===== config.mk =====
export PLATFORM = sky130hd
export DESIGN_NAME = gal_fuse_loader
export DESIGN_NICKNAME = d
export VERILOG_FILES = /design/src/rtl/gal_fuse_pkg.sv /design/src/rtl/gal_fuse_checksum.sv /design/src/rtl/gal_fuse_loader.sv
export SDC_FILE = /design/constraint.sdc
export NUM_CORES = 1
export LEC_CHECK = 0
export ABC_AREA = 0
export CORE_MARGIN = 10
export CORE_UTILIZATION = 41
export DETAILED_ROUTE_END_ITERATION = 16
export PLACE_DENSITY = 0.7
export SETUP_SLACK_MARGIN = 0.15
export SLEW_MARGIN = 20
export SYNTH_ARGS = -nofsm -noshare
export SYNTH_HDL_FRONTEND = slang
export SYNTH_HIERARCHICAL = 1
export SYNTH_SLANG_ARGS = --single-unit

===== constraint.sdc =====
create_clock -name C -period 3.7 [get_ports C]
set_input_delay 1.11 -clock C [delete_from_list [all_inputs] [get_ports C]]
set_output_delay 1.11 -clock C [all_outputs]
set_load 0.005 [all_outputs]

===== src/rtl/gal_fuse_pkg.sv =====
// Shared types, widths and helpers for the GAL_SOP fuse loader.
package gal_fuse_pkg;

   localparam int unsigned CHK_W  = 16;
   localparam int unsigned BYTE_W = 8;

   typedef enum logic [2:0] {
      StIdle,
      StLoad,
      StCheck,
      StDone,
      StError
   } state_e;

   function automatic int unsigned nfuse(input int unsigned width, input int unsigned depth);
      return 2 * width * depth;
   endfunction

endpackage


===== src/rtl/gal_fuse_checksum.sv =====
// JEDEC fuse checksum: packs accepted fuses LSB-first into bytes and sums the bytes mod 2^16.
module gal_fuse_checksum
   import gal_fuse_pkg::*;
(
   input  logic             C,
   input  logic             R,
   input  logic             clr,
   input  logic             accept,
   input  logic             bit_in,
   input  logic             flush,
   output logic [CHK_W-1:0] sum
);

   localparam int unsigned POS_W = $clog2(BYTE_W);

   logic [BYTE_W-1:0] acc_q;
   logic [BYTE_W-1:0] byte_nxt;
   logic [POS_W-1:0]  pos_q;
   logic              byte_full;

   always_comb begin
      byte_nxt        = acc_q;
      byte_nxt[pos_q] = bit_in;
   end

   // flush closes a zero-padded partial byte; a full byte is never added twice
   assign byte_full = (pos_q == POS_W'(BYTE_W - 1)) || flush;

   always_ff @(posedge C) begin
      if (R || clr) begin
         acc_q <= '0;
         pos_q <= '0;
         sum   <= '0;
      end else if (accept) begin
         if (byte_full) begin
            sum   <= sum + {{(CHK_W - BYTE_W){1'b0}}, byte_nxt};
            acc_q <= '0;
            pos_q <= '0;
         end else begin
            acc_q <= byte_nxt;
            pos_q <= pos_q + 1'b1;
         end
      end
   end

endmodule


===== src/rtl/gal_fuse_loader.sv =====
// Serial fuse loader for GAL_SOP: shadows the stream, verifies the checksum, commits on match.
// Optional write-lock on committed images is built when GAL_FUSE_SECURITY_EN is defined.
module gal_fuse_loader
   import gal_fuse_pkg::*;
#(
   parameter  int unsigned WIDTH = 8,
   parameter  int unsigned DEPTH = 8,
   localparam int unsigned NFUSE = nfuse(WIDTH, DEPTH)
) (
   input  logic             C,
   input  logic             R,
   input  logic             start,
   input  logic             bit_in,
   input  logic             bit_valid,
   output logic             bit_ready,
   input  logic [CHK_W-1:0] chk_in,
   input  logic             chk_valid,
`ifdef GAL_FUSE_SECURITY_EN
   input  logic             sec_in,
`endif
   output logic [NFUSE-1:0] table_out,
   output logic             loaded,
   output logic             chk_err,
   output logic             busy
);

   localparam int unsigned CNT_W = (NFUSE > 1) ? $clog2(NFUSE) : 1;

   state_e           state_q;
   logic [CNT_W-1:0] cnt_q;
   logic [NFUSE-1:0] shadow_q;
   logic [CHK_W-1:0] sum;
   logic             start_ok;
   logic             idle_like;
   logic             accept;
   logic             last_bit;
   logic             clr;

`ifdef GAL_FUSE_SECURITY_EN
   logic lock_q;
   assign start_ok = start && !lock_q;
`else
   assign start_ok = start;
`endif

   assign idle_like = (state_q == StIdle) || (state_q == StDone) || (state_q == StError);
   assign clr       = idle_like && start_ok;
   assign accept    = bit_valid && bit_ready;
   assign last_bit  = (cnt_q == CNT_W'(NFUSE - 1));

   gal_fuse_checksum u_checksum (
      .C      (C),
      .R      (R),
      .clr    (clr),
      .accept (accept),
      .bit_in (bit_in),
      .flush  (accept && last_bit),
      .sum    (sum)
   );

   always_ff @(posedge C) begin
      if (R) begin
         state_q   <= StIdle;
         cnt_q     <= '0;
         shadow_q  <= '0;
         table_out <= '1;
         loaded    <= 1'b0;
         chk_err   <= 1'b0;
         busy      <= 1'b0;
         bit_ready <= 1'b0;
`ifdef GAL_FUSE_SECURITY_EN
         lock_q    <= 1'b0;
`endif
      end else begin
         unique case (state_q)
            StIdle, StDone, StError: begin
               if (start_ok) begin
                  state_q   <= StLoad;
                  cnt_q     <= '0;
                  shadow_q  <= '0;
                  chk_err   <= 1'b0;
                  busy      <= 1'b1;
                  bit_ready <= 1'b1;
               end
            end
            StLoad: begin
               if (accept) begin
                  shadow_q[cnt_q] <= bit_in;
                  cnt_q           <= cnt_q + 1'b1;
                  if (last_bit) begin
                     state_q   <= StCheck;
                     bit_ready <= 1'b0;
                  end
               end
            end
            StCheck: begin
               if (chk_valid) begin
                  busy <= 1'b0;
                  if (chk_in == sum) begin
                     table_out <= shadow_q;
                     loaded    <= 1'b1;
                     state_q   <= StDone;
`ifdef GAL_FUSE_SECURITY_EN
                     if (sec_in) begin
                        lock_q <= 1'b1;
                     end
`endif
                  end else begin
                     chk_err <= 1'b1;
                     state_q <= StError;
                  end
               end
            end
            default: begin
               state_q <= StIdle;
            end
         endcase
      end
   end

endmodule


# Word-level counts from Yosys, hierarchy flattened
# Cells that the tools add are included.
word_totals:
  output_inout_bits: 132
  word_cells: 80
  in_bits: 22
  register_bits: 297
op_classes:
  n_reduce_logical: 20
  add_sub_neg: 3
  n_mux: 30
  order_cmp: 4
  n_eq_ne: 12
ops:
  columns: ["operator", "count"]
  rows:
  - ["$mux W128", 2]
  - ["$pmux W128 S2", 1]
  - ["$bwmux W128", 1]
  - ["$mux W3", 6]
  - ["$add A16 B8 Y16", 1]
  - ["$eq A16 B16 Y1", 1]
  - ["$mux W7", 2]
  - ["$pmux W7 S2", 1]
  - ["$reduce_and A4 Y1", 3]
  - ["$ne A2 B2 Y1 const B", 5]
  - ["$mux W1", 9]
  - ["$pmux W3 S3", 1]
  - ["$reduce_and A3 Y1", 3]
  - ["$bwmux W8", 1]
  - ["$lt A7 B8 Y1 const B", 1]
  - ["$mux W8", 1]
  - ["$add A7 B1 Y7 const B", 1]
  - ["$demux W1 S7", 1]
  - ["$eq A7 B7 Y1 const B", 1]
  - ["$ge A7 B1 Y1 const B", 1]
  - ["$eq A3 B2 Y1 const B", 2]
  - ["$eq A3 B3 Y1 const B", 2]
  - ["$pmux W1 S2", 3]
  - ["$logic_and A1 B1 Y1", 5]
  - ["other kinds (10)", 14]

# Longest topological paths before layout
# Gate-level depths: netlist of run 1.
logic_depth:
  word_depth: 7
  ltp_mapped: 11
  mapped_depth_nobuf: 10

# Cells and area by module
# The synthesis of run 1 kept the hierarchy.
by_module_without_submodules:
  columns: ["mod", "seq_area_each_um2", "cells_per_inst", "area_each_um2", "n_inst"]
  rows:
  - ["gal_fuse_loader", 5405.2, 1296, 11083.1, 1]
  - ["gal_fuse_checksum", 540.5, 193, 1611.5, 1]

# Least setup slack after synthesis of run 1
# Ideal clock, no wire load.
synth_timing:
  kind: "input -> register"
  start: "in bit_in"
  end: "reg u_checksum.sum[14]"
  setup_slack_ns: 0.758
  n_path_buf: 0
  path_stages: 9
  required_ns: 3.630
  setup_time_ns: 0.070
  t_arrival_ns: 2.872
  path_cell_list: "mux2_2 -> ha_1 -> inv_1 -> fa_1 -> nand2b_1 -> a21oi_2 -> o21ai_2 -> or4_1 -> a21oi_1"
synth_via:
  elab_chain_cells: 2
synth_rtl:
  columns: ["item", "line", "source"]
  rows:
  - ["start, declared", "gal_fuse_loader.sv:13", "input logic bit_in,"]
  - ["$bwmux W8", "gal_fuse_checksum.sv:23", "byte_nxt[pos_q] = bit_in;"]
  - ["$add A16 B8 Y16", "gal_fuse_checksum.sv:36", "sum <= sum + {{(CHK_W - BYTE_W){1'b0}}, byte_nxt};"]
  - ["end signal, assigned", "gal_fuse_checksum.sv:36", null]
  - ["end, declared", "gal_fuse_checksum.sv:11", "output logic [CHK_W-1:0] sum"]
# No other way between the ends.
# A chain may end at the register's enable or synchronous reset.

# Worst setup path after layout of run 1
layout_timing:
  start: "in bit_valid"
  end: "reg u_checksum.sum[14]"
layout_via:
  elab_chain_cells: 4
layout_rtl:
  columns: ["item", "line", "source"]
  rows:
  - ["start, declared", "gal_fuse_loader.sv:14", "input logic bit_valid,"]
  - ["$logic_and A1 B1 Y1 (*)", "gal_fuse_loader.sv:48", "assign accept = bit_valid && bit_ready;"]
  - ["named net accept", "gal_fuse_loader.sv:35", "logic accept;"]
  - ["$logic_and A1 B1 Y1", "gal_fuse_loader.sv:57", ".flush (accept && last_bit),"]
  - ["$logic_or A1 B1 Y1", "gal_fuse_checksum.sv:27", "assign byte_full = (pos_q == POS_W'(BYTE_W - 1)) || flush;"]
  - ["$reduce_and A2 Y1 (no line) (*)", null, null]
# The timed path passes the listed nets; every way through them passes the cells marked *.

==> reports/qor.yml, run 1 <==
outcome: "finished, final reports clean"
pin_count: 154
final.period_utilization: 0.7449
initial_core_util: 0.4150
hp-class: "reg2reg"
fin_setup_tns_ns: 0
path_cells: "clkdlybuf4s50_1 -> and2_1 -> nand4_1 -> inv_1 -> o21ai_2 -> a21oi_1 -> o21ai_2 -> or4_1 -> a21oi_1"
post_cts_buffers: 0
endpoint_kind: "register"
p_comb_frac: 0.098
dpl_worst_slack_ns: 0.2190
ir_worst_vdd_mv: 0.3443
final_cell_mix: "nor2_1 (301), dfxtp_1 (297), a21oi_1 (153)"
std_cell_rows: 64
final_hold_viol_count: 0
core_sq_um: 30590
diodes: 0
clk_latency_ns: 0.56
maxSlewViolCount: 0
via_count: 11104
grt_pass1_vias: 10430
cp_slowest_cell: "clkdlybuf4s50_1"
yosys.area.top_type_share: 0.4684
clockBufferDepth: 3
grt_pass1_wl_mm: 58.08
gp_congestion: 0.8460
synthTopCellsByArea: "dfxtp_1 (47%), mux2i_1 (10%), nor2_1 (8.9%)"
timing.final.ws_setup_ns: 0.9440
intPower_mw: 5.329
cts.clk_slew.worst_paths_ns: 0.06
final_nets: 1636
overflow: 0
cts_sinks: 297
synth_top_cell_by_area: "dfxtp_1"
grt_max_degree: 146
swShare: 0.2506
h-tree-depth: 1
postSynthCellCount: 1489
drt_wl_total_mm: 36.37
maxCapViolCount: 0
die_x_um: 196.0
setup.worst_path.class: "in2reg"
drt_iter0_drc: 1152
p_sw_mw: 1.782
synth.distinct_cells: 64
cts_tree: "built"
ys_seq_elements: 297
synth_flop_cell: "dfxtp_1"
worst_slew_pin_slew_ns: 0.9833
synth_area_sq_um: 12690
final_cells: 2018
skew_ns: 0.01623
cts_root_buf: "clkbuf_16"
cp_max_fo: 9
syn-num-nets: 1525
drc: 0
cts_hold_buffers: 0
cp-start-kind: "input port"
synth.avg_cell_area_sq_um: 8.526
slew_headroom: 0.3394
fp.dieArea_sq_um: 38400
ys_seq_area_frac: 0.4684
grt_setup_unrepaired: "no"
hpwl_mm: 24.40
reg2regPathDepth: 8
power.density_nw_per_um2: 455.2
cpPeakStageDelay_ns: 0.52
layout_commonest_cell: "nor2_1"
leakage_nw: 6.400
cts_inserted_buffers: 31
first_pass_iters: 5
area_delta_synth_final_pct: 23.06
p_seq_frac: 0.461
grt_util_all_layers: 0.1804
wl_per_cell_um: 18.02
vias_per_cell: 5.502
synth_edf_count: 0
async_flop_share: 0
period_needed_ns: 2.756
postRouteAntennaNets: 0
pwr-share-clk: 0.441
dp_cells: 1961
drive_above_1_share: 0.07460
p_total_mw: 7.112
setup_viol: 0
io_buffers: 153
clock.fmax_ghz: 0.3628
die_h_um: 196.0
worstPathRequired_ns: 4.19
min_path_cells: 2
antenna_found_initial: 0
yosys_warnings: 6
arrival_ns: 3.24
cts-resized-gates: 0
==> worst max-delay path, delay by kind of cell <==
| kind | cells | cell delay [ns] |
|---|---|---|
| compound gates | 4 | 0.62 |
| buf+inv | 2 | 0.68 |
| simple gates | 3 | 0.82 |
==> sequential cells by signal, indices dropped and copies added, names as in the netlist <==
| register | cells |
|---|---|
| chk_err | 1 |
| shadow_q | 128 |
| u_checksum/acc_q | 8 |
| loaded | 1 |
| u_checksum/sum | 16 |
| u_checksum/pos_q | 3 |
| bit_ready | 1 |
| cnt_q | 7 |
| state_q | 3 |
| table_out | 128 |
| busy | 1 |
==> cells in the mapped netlist (4+ instances only) <==
cell,n
nor2_1,301
dfxtp_1,297
a21oi_1,153
nand3_1,134
o21ai_0,132
mux2i_1,130
clkbuf_1,76
nand2_1,36
buf_2,25
xnor2_1,20
nor2b_1,15
ha_1,13
inv_1,10
nand2b_1,10
nor3_1,10
o211ai_1,9
a211oi_1,8
mux2_2,8
nand4_1,8
a22oi_1,7
xor2_1,7
and2_1,6
buf_6,5
or3_1,4
==> metrics by stage <==
step,util,hold WS [ns],area [sq um]
floorplan,-,0.4421,12690
global placement,0.4762,0.4395,14570
detailed placement,0.4764,0.4548,14570
CTS,0.5101,0.4652,15600
global route,0.5107,0.4882,15620
finish,0.5107,0.4639,15620
==> path summary, 6_finish.rpt <==
kind                             from                 end  slack (ns)
hold / removal                 loaded              loaded        0.46
setup / recovery            bit_valid  u_checksum/sum[14]        0.94
setup reg to reg  u_checksum/pos_q[1]   u_checksum/sum[7]        0.97
hold reg to reg                loaded              loaded        0.46
==> cells by family after synthesis <==
group / synth area share
xor+xnor: 0.01863
simple gates: 0.1899
buf+inv: 0.04268
fa+ha+maj: 0.01439
flops: 0.4684
compound gates: 0.1564
mux: 0.1096
==> metal layers <==
layer | part of all wire | GRT usage
met4 | 0.013 | 0.03874
met5 | 0 | 0
met3 | 0.069 | 0.03274
met2 | 0.47 | 0.2878
met1 | 0.45 | 0.2483
==> area by class of cell <==
cell class                      instances  area (sq um)
Timing Repair Buffer                  190          1877
Clock inverter                          9         127.6
Multi-Input combinational cell       1069          6233
Sequential cell                       297          5946
Clock buffer                           46         902.1
Inverter                               11         41.29
Tap cell                              396         495.5
Fill cell                            2861         14970
==> power groups by stage <==
stage                     logic [mW]  clock network (mW)  registers (mW)
after detailed placement       0.679                   0            3.35
after global placement         0.666                   0            3.35
after global routing           0.757                3.32            3.28
after floorplan                0.517                   0            3.31
after CTS                      0.683                3.20            3.28
final                          0.695                3.14            3.28
(Power assumes the default switching activity.)
==> run 2: changes to the inputs <==
==> constraint.sdc (replaced) <==
create_clock -name C -period 2.7 [get_ports C]
set_input_delay 0.81 -clock C [delete_from_list [all_inputs] [get_ports C]]
set_output_delay 0.81 -clock C [all_outputs]
set_load 0.005 [all_outputs]
==> run 2 against run 1 <==
  * Wire length grew 2.4%
  * Non-clock buffer count grew 54
  * Core utilization grew 1.8 points
  * Design area grew 3.5%
  * Clock power grew 35%
  * Sequential cell count is the same
  * Via count grew 2.4%
  * Hold slack lost 0.0067 ns
  * Largest power group unchanged
==> reports/qor.yml, run 2 (synthesis gave the netlist of run 1 again) <==
maxCapViolCount: 0
postRouteAntennaNets: 0
grt.met1_usage: 0.2368
post_cts_buffers: 0
cts_tree: "built"
layout_commonest_cell: "nor2_1"
die_h_um: 196.0
pin_count: 154
hp-class: "reg2reg"
setup_viol: 0
endpoint_kind: "register"
arrival_ns: 2.95
cp_max_fo: 10
fp.dieArea_sq_um: 38400
final_nets: 1689
grt_max_degree: 102
use_met2: 0.3056
placed_area_sq_um: 15080
leakage_nw: 6.720
overflow: 0
grt_pass1_vias: 11212
cts_inserted_buffers: 30
cts_root_buf: "clkbuf_16"
final_hold_viol_count: 0
via_count: 11371
setup.worst_path.class: "reg2reg"
core_sq_um: 30590
hpwl_mm: 25.84
grt_util_all_layers: 0.1849
gp_congestion: 0.9408
reg_top3: "shadow_q (128), table_out (128), u_checksum/sum (16)"
vias_per_cell: 5.488
h-tree-depth: 1
slew_headroom: 0.3905
power.density_nw_per_um2: 608.0
dpl_worst_slack_ns: -0.1462
fin_setup_tns_ns: 0
stdcell_area_sq_um: 16170
drc: 0
initial_core_util: 0.4150
drive_above_1_share: 0.1128
worst_slew_pin_slew_ns: 0.9073
std_cell_rows: 64
clk_latency_ns: 0.55
first_pass_iters: 5
grt_use_met3: 0.03700
antenna_found_initial: 0
io_buffers: 153
clock.fmax_ghz: 0.4049
ir_worst_vdd_mv: 0.5675
worstPathRequired_ns: 3.18
grt_pass1_wl_mm: 59.57
area_delta_synth_final_pct: 27.39
gr-max-usage-layer: "met2"
drt_wl_total_mm: 37.26
maxSlewViolCount: 0
skew_ns: 0.01573
final_cell_mix: "nor2_1 (301), dfxtp_1 (294), a21oi_1 (152)"
clockBufferDepth: 3
diodes: 0
drt_iter0_drc: 1057
cts_sinks: 297
cts.clk_slew.worst_paths_ns: 0.06
timing.final.ws_setup_ns: 0.2300
final.period_utilization: 0.9148
wl_per_cell_um: 17.98
die_x_um: 196.0
grt_setup_unrepaired: "yes"
period_needed_ns: 2.470
cp-start-kind: "register"
outcome: "finished, final reports clean"
==> run 2: cell types whose count changed in the layout (fill, tap and decap cells not counted), moves of 3 or more <==
cell,before,now
buf_4,31,81
buf_12,5,11
clkbuf_1,8,4
clkbuf_8,8,12
dfxtp_1,297,294
dfxtp_4,0,3
==> run 2: metrics by stage <==
stage,instances,hold slack [ns],power (mW),utilization
final,2072,0.4572,9.832,0.5287
after detailed placement,2017,0.4538,5.668,0.4928
after floorplan,1489,0.4421,5.247,-
after global placement,2017,0.4499,5.651,0.4928
after global routing,2072,0.4909,10.18,0.5287
after CTS,2072,0.4625,9.888,0.5267
==> run 2: area by class of cell <==
type	instances	area, sq um
inverters	11	41.29
clock inverters	9	83.83
repair buffers	244	2354
flip-flops and latches	297	5957
well taps	396	495.5
fillers	2797	14420
multi-input cells	1069	6299
clock buffers	46	942.2
==> run 2: layer usage <==
layer / vias up / routed length [um]
met3: 62 / 2797
met4: 0 / 891
li1: 5485 / -
met5: - / 0
met2: 400 / 17570
met1: 5424 / 16000
==> run 2: path summary, 6_finish.rpt <==
path                             from                 end  slack (ns)  depth (start not counted)
hold reg to reg                  busy                busy        0.46                          2
hold / removal                   busy                busy        0.46                          2
setup reg to reg  u_checksum/pos_q[2]  u_checksum/sum[14]        0.23                         10
setup / recovery  u_checksum/pos_q[2]  u_checksum/sum[14]        0.23                         10
==> run 2: critical path: stages (launching register included) <==
cell	delay, ns
dfxtp_4	0.38
nor3_2	0.20
mux2_2	0.19
ha_2	0.18
inv_1	0.07
fa_2	0.39
nand2b_4	0.16
a21oi_4	0.20
o21ai_4	0.09
or4_1	0.40
a21oi_1	0.14
==> run 2: where the power goes <==
part / internal, mW / switching (mW) / total (mW)
clock network: 2.49 / 1.75 / 4.24
registers: 4.42 / 0.0529 / 4.47
logic: 0.399 / 0.719 / 1.12
==> run 2: what timing repair did <==
action                                  4_1_cts  5_1_grt
hold buffers                                  0        0
endpoints found under the setup margin        4        9
pin swaps                                     1        1
resized for setup                             2       15
